[config.mk]
export PLATFORM = sky130hd
export DESIGN_NAME = led_sequencer
export DESIGN_NICKNAME = d
export VERILOG_FILES = /design/src/rtl/led_seq_pkg.sv /design/src/rtl/led_seq_tick_gen.sv /design/src/rtl/led_sequencer.sv
export SDC_FILE = /design/constraint.sdc
export NUM_CORES = 1
export LEC_CHECK = 0
export ABC_CLOCK_PERIOD_IN_PS = 5800
export CAP_MARGIN = 25
export CORE_MARGIN = 2
export CORE_UTILIZATION = 60
export CTS_CLUSTER_SIZE = 28
export DETAILED_ROUTE_END_ITERATION = 10
export HOLD_SLACK_MARGIN = 0.03
export PLACE_DENSITY = 0.86
export SETUP_SLACK_MARGIN = 0.2
export SLEW_MARGIN = 20
export SYNTH_ARGS = -nofsm -noshare
export SYNTH_HDL_FRONTEND = slang
export SYNTH_SLANG_ARGS = --single-unit
[constraint.sdc]
create_clock -name CLK -period 5.8 [get_ports CLK]
set_clock_uncertainty 0.2 [all_clocks]
set_input_delay 1.16 -clock CLK [delete_from_list [all_inputs] [get_ports CLK]]
set_output_delay 1.16 -clock CLK [all_outputs]
set_load 0.1 [all_outputs]
[src/rtl/led_seq_pkg.sv]
// Shared definitions for the LED pattern sequencer: per-LED mode codes,
// mode field width and a constant clog2 used to size state and counters.
package led_seq_pkg;

    localparam int MODE_W = 2;

    localparam logic [MODE_W-1:0] MODE_OFF   = 2'd0;
    localparam logic [MODE_W-1:0] MODE_BLINK = 2'd1;
    localparam logic [MODE_W-1:0] MODE_ON    = 2'd2;
    localparam logic [MODE_W-1:0] MODE_DIM   = 2'd3;

    // Ceiling log2 for elaboration-time sizing.
    function automatic int clog2(input int value);
        int result;
        result = 0;
        for (int v = value - 1; v > 0; v = v >> 1) begin
            result++;
        end
        return result;
    endfunction

    // Register width able to hold 0..value-1, never narrower than one bit.
    function automatic int width_of(input int value);
        return (clog2(value) < 1) ? 1 : clog2(value);
    endfunction

endpackage

[src/rtl/led_seq_tick_gen.sv]
// Prescaler for the LED sequencer: counts 0..TICK_CYCLES-1 while enabled and
// pulses tick in the cycle the count sits at its last value. clear returns
// the count to zero (used for restart); disabling freezes the count.
module led_seq_tick_gen
    import led_seq_pkg::*;
#(
    parameter int TICK_CYCLES = 1 << 22
) (
    input  logic CLK,
    input  logic RST,
    input  logic clear,
    input  logic enable,
    output logic tick
);

    localparam int CW = width_of(TICK_CYCLES);
    localparam logic [CW-1:0] LAST = CW'(TICK_CYCLES - 1);

    logic [CW-1:0] r_cnt;

    assign tick = enable && (r_cnt == LAST);

    // Prescale counter; wraps to zero on the tick cycle, holds when disabled.
    always_ff @(posedge CLK) begin
        if (RST || clear) begin
            r_cnt <= '0;
        end else if (enable) begin
            r_cnt <= tick ? '0 : r_cnt + CW'(1);
        end
    end

endmodule

[src/rtl/led_sequencer.sv]
// Multi-channel LED pattern sequencer. Steps through NUM_STATES states, each
// lasting TICKS_PER_STATE prescaled ticks; every LED is OFF, BLINK, ON or DIM
// per state as given by PATTERN. Supports run/pause, loop vs one-shot,
// restart, and exposes the current state plus a change strobe.
// Optional feature macro: LED_SEQ_PWM_EN -- adds a free-running 4-bit PWM
// counter so DIM LEDs are driven at DIM_LEVEL/16 duty; without it DIM is ON.
module led_sequencer
    import led_seq_pkg::*;
#(
    parameter int NUM_LEDS        = 1,
    parameter int NUM_STATES      = 3,
    parameter int TICK_CYCLES     = 1 << 22,
    parameter int TICKS_PER_STATE = 4,
    parameter logic [NUM_STATES*NUM_LEDS*MODE_W-1:0] PATTERN = 6'b10_01_00,
    parameter int DIM_LEVEL       = 4
) (
    input  logic                              CLK,
    input  logic                              RST,
    input  logic                              RUN,
    input  logic                              LOOP,
    input  logic                              RESTART,
    output logic [NUM_LEDS-1:0]               LED,
    output logic [width_of(NUM_STATES)-1:0]   STATE,
    output logic                              STATE_STROBE,
    output logic                              DONE
);

    localparam int SW = width_of(NUM_STATES);
    localparam int TW = width_of(TICKS_PER_STATE);
    localparam int PW = NUM_STATES * NUM_LEDS * MODE_W;
    localparam int IW = width_of(PW);

    localparam logic [SW-1:0] LAST_STATE = SW'(NUM_STATES - 1);
    localparam logic [TW-1:0] LAST_TICK  = TW'(TICKS_PER_STATE - 1);

    // Reject configurations the sequencing logic cannot honour.
    if (NUM_STATES < 2 || TICK_CYCLES < 2 || TICKS_PER_STATE < 1 ||
        NUM_LEDS < 1 || DIM_LEVEL < 0 || DIM_LEVEL > 15) begin : g_bad_params
        $error("led_sequencer: parameter out of range");
    end

    logic [SW-1:0]       r_state;
    logic [TW-1:0]       r_tcnt;
    logic                r_phase;
    logic                r_done;
    logic                r_strobe;
    logic [NUM_LEDS-1:0] r_led;

    logic                w_tick;
    logic                w_terminal;
    logic                w_dim;
    logic [NUM_LEDS-1:0] w_led_next;
    logic [IW-1:0]       w_idx;
    logic [MODE_W-1:0]   w_mode;

    // Prescaler only runs while unpaused and not halted after a one-shot.
    led_seq_tick_gen #(
        .TICK_CYCLES (TICK_CYCLES)
    ) u_tick_gen (
        .CLK    (CLK),
        .RST    (RST),
        .clear  (RESTART),
        .enable (RUN && !r_done),
        .tick   (w_tick)
    );

    assign w_terminal = w_tick && (r_tcnt == LAST_TICK);

`ifdef LED_SEQ_PWM_EN
    logic [3:0] r_pwm_cnt;

    // Free-running PWM counter; RESTART deliberately leaves it alone.
    always_ff @(posedge CLK) begin
        if (RST) begin
            r_pwm_cnt <= '0;
        end else begin
            r_pwm_cnt <= r_pwm_cnt + 4'd1;
        end
    end

    assign w_dim = (r_pwm_cnt < 4'(DIM_LEVEL));
`else
    assign w_dim = 1'b1;
`endif

    // Sequencing: tick count, blink phase, state advance, one-shot halt.
    always_ff @(posedge CLK) begin
        if (RST) begin
            r_state  <= '0;
            r_tcnt   <= '0;
            r_phase  <= 1'b0;
            r_done   <= 1'b0;
            r_strobe <= 1'b0;
        end else begin
            r_strobe <= 1'b0;
            if (RESTART) begin
                r_state <= '0;
                r_tcnt  <= '0;
                r_phase <= 1'b0;
                r_done  <= 1'b0;
            end else if (w_terminal) begin
                r_tcnt <= '0;
                if (r_state < LAST_STATE) begin
                    r_state  <= r_state + SW'(1);
                    r_phase  <= 1'b0;
                    r_strobe <= 1'b1;
                end else if (LOOP) begin
                    r_state  <= '0;
                    r_phase  <= 1'b0;
                    r_strobe <= 1'b1;
                end else begin
                    // One-shot end: stay in the last state and halt.
                    r_done <= 1'b1;
                end
            end else if (w_tick) begin
                r_tcnt  <= r_tcnt + TW'(1);
                r_phase <= ~r_phase;
            end
        end
    end

    // Decode each LED's mode for the current state into its drive level.
    always_comb begin
        w_led_next = '0;
        w_idx      = '0;
        w_mode     = MODE_OFF;
        for (int l = 0; l < NUM_LEDS; l++) begin
            w_idx  = IW'(MODE_W * (int'(r_state) * NUM_LEDS + l));
            w_mode = PATTERN[w_idx +: MODE_W];
            case (w_mode)
                MODE_OFF:   w_led_next[l] = 1'b0;
                MODE_BLINK: w_led_next[l] = r_phase;
                MODE_ON:    w_led_next[l] = 1'b1;
                default:    w_led_next[l] = w_dim;
            endcase
        end
    end

    // Registered LED drive, one cycle behind the sequencing registers.
    always_ff @(posedge CLK) begin
        if (RST) begin
            r_led <= '0;
        end else begin
            r_led <= w_led_next;
        end
    end

    assign LED          = r_led;
    assign STATE        = r_state;
    assign STATE_STROBE = r_strobe;
    assign DONE         = r_done;

endmodule

==> run metrics <==
grt ovf=0; Die Wd=52.8 µm; vias in the first global route=1106; placed cell count=about 200; GR Layer Usage met3=6.00%; Post-synth EDFFs=0; worst skew pair latency=~320 ps; clk sink count=30; clk buf depth=2; NumNets Final=185; Vias=1267; worst-path maximum fanout=20; CTS Hold Bufs=0; WS Path Type=input port to flop; CTS tree=yes; CP Capture Point=u_tick_gen.r_cnt[17]; Post-Syn Instances=166; Final Critical Period=3320 ps; core box area=2230 µm²; initial core utilization=64.1%; CTS resizes=0; CTS clock-pin slew for the worst setup and hold paths=80 ps; via-per-instance ratio=6.18; CP Cell Sequence=clkdlybuf4s50_1 -> nand3b_1 -> or4_4 -> o21ai_2 -> a21oi_1; I/O pins=10; antenna violations before repair=0; Worst Setup End Kind=flop; WP data required=5770 ps; buffers inserted by post-CTS timing repair=0; CP startpoint=RUN; synth warn=0; met2 usage=40.4%; Final ANT Viol Nets=0; Layout area overhead=11.2%; Synth Cell Area=1430 µm²; Rel. slew slack=34.8%; post-synthesis net count=175; Final Hold Fails=0; FFs w/ async S/R, synth=0%; P per Cell Area=216 nW/µm²; Max Freq=301 MHz; htree depth=2; Rows=17; HP Class=flop to flop; setup TNS=0 ps; Placement Setup Slack=about 2200 ps; final slew viol count=0; final setup fails=0; setup ws final=2480 ps; Global Route Usage Sum=23.9%; I/O Buffers=9; 1st-iter DRT viols=37; height of the die=between 50 and 60 µm; count of cell types in the netlist=36; DR WL/cell=14.6 µm; Pre-Repair DR Iteration Count=4; Antenna Cells=0; number of remaining DRC errors=0; CTS root buf=clkbuf_4; sequential area share after synthesis=42.0%; GRT Max-Usage Layer=met2; Synth Area per Inst=about 8.6 µm²; max incr delay on CP=approximately 670 ps; RSZ-0062 raised after global routing=no; reg2reg start=u_tick_gen.r_cnt[0]; Max VDD drop=0.000156 V; max_cap viols=0; Layout Cells excl Fill=205; largest net degree at the start of global routing=21; first-pass GRT wire length=roughly 4700 µm; run status=complete, no violations; CP arrival=3290 ps; Yosys reg bits=30; Leak Pwr=about 0.45 nW; Post-Route WL=2990 µm; Final HPWL DP=2060 µm; Register-to-Register Path Depth=5; R2R Setup Slk=3240 ps; top_reg_cell synth=dfxtp_1; Max stage delay cell, worst path=or4_4; crit start category=input port; Tcrit/Tclk final=57.2%; Worst R2R End=u_tick_gen.r_cnt[17]; met1 usage=between 20 and 30%; die area=between 2000 and 3000 µm²; Worst Tran Pin Value=between 900 and 1000 ps; CTS Buf Count=5; layout cells sized above 1=6.78%; placer congestion estimate=0.753
-- synth_stat cells, types with 2 or more instances --
cell | instances | area (µm²)
or4_1 | 7 | 52.6
mux2i_1 | 2 | 20.0
o31ai_1 | 5 | 37.5
o21ai_0 | 11 | 55.1
dfxtp_1 | 30 | 601
clkbuf_1 | 3 | 11.3
inv_1 | 6 | 22.5
xor2_1 | 3 | 26.3
nand4b_1 | 3 | 26.3
xnor2_1 | 6 | 52.6
nand2_1 | 10 | 37.5
or3_1 | 5 | 31.3
nor4_1 | 2 | 12.5
a21oi_1 | 17 | 85.1
nand3_1 | 4 | 20.0
and2_1 | 4 | 25.0
nor2_1 | 14 | 52.6
nor3_1 | 5 | 25.0
and4_1 | 3 | 26.3
ha_1 | 4 | 50.1
nand4_1 | 7 | 43.8
-- how the worst min path moves through the flow --
stage | start | to | slack (ps) | depth (start not counted)
final | u_tick_gen.r_cnt[15] | u_tick_gen.r_cnt[15] | 290 | 2
after detailed placement | r_tcnt[1] | r_tcnt[1] | 270 | 2
after CTS | u_tick_gen.r_cnt[1] | u_tick_gen.r_cnt[1] | 300 | 2
after global routing | u_tick_gen.r_cnt[15] | u_tick_gen.r_cnt[15] | 310 | 2
after floorplan | r_phase | r_phase | 250 | 2
after global placement | r_tcnt[1] | r_tcnt[1] | 270 | 2
-- through the flow --
stage	instance area, µm²	hold WS, ps	power, mW	utilization [%]
after floorplan	1430	252	0.217	-
after detailed placement	1530	272	0.221	68.3
after global routing	1590	313	0.355	71.3
final	1590	293	0.343	71.3
after global placement	1530	270	0.220	68.3
after CTS	1590	297	0.345	71.0
-- power breakdown --
part           internal (mW)  leakage (nW)  switching (mW)
clock                 0.0587        0.0353          0.0687
combinational        0.00388         0.178         0.00556
sequential             0.206         0.242        0.000507
-- critical path, delay by kind of cell --
kind / cells / cell delay (ps)
AO/OA/AOI/OAI: 2 / 720
buffers and inverters: 1 / 510
AND/OR/NAND/NOR: 2 / 890
-- kinds of logic (layout without fill, tap and decap cells) --
group	count (synthesis)	in the layout	synth area share (%)
and+or+nand+nor	71	71	28.5
AOI/OAI and AO/OA	38	38	15.4
DFF	30	30	42.0
buffers and inverters	12	23	3.76
xor gates and xnor gates	9	9	5.51
adders and majority gates	4	4	3.50
muxes	2	2	1.40
-- flip-flops by register name, summed over array words and instances (netlist names) --
name / count
r_phase: 1
LED: 1
STATE: 2
r_tcnt: 2
STATE_STROBE: 1
u_tick_gen.r_cnt: 22
DONE: 1
-- final cells by class --
class	instances	area, µm²
multi-input cells	124	783
fillers	185	642
flip-flops and latches	30	601
repair buffers	9	90.1
clock buffers	7	55.1
well taps	28	35.0
inverters	6	22.5
clock inverters	1	5.00
-- per-layer routing --
| metal | up-vias | part of all wire [%] |
|---|---|---|
| li1 | 631 | - |
| met1 | 593 | 42 |
| met2 | 36 | 50 |
| met3 | 7 | 6.1 |
| met4 | 0 | 1.9 |
| met5 | - | 0 |
-- layout by cell type (no fill, tap or decap), drive strengths merged, types with 2 or more instances in the layout --
cell | Yosys | final
a21oi | 17 | 17
and2 | 4 | 4
and4 | 3 | 3
clkbuf | 3 | 7
clkdlybuf4s50 | 0 | 9
dfxtp | 30 | 30
ha | 4 | 4
inv | 6 | 6
mux2i | 2 | 2
nand2 | 10 | 10
nand3 | 5 | 5
nand4 | 7 | 7
nand4b | 3 | 3
nor2 | 14 | 14
nor3 | 5 | 5
nor4 | 2 | 2
o21ai | 12 | 12
o31ai | 5 | 5
or3 | 5 | 5
or4 | 8 | 8
xnor2 | 6 | 6
xor2 | 3 | 3
(Power assumes the default switching activity.)
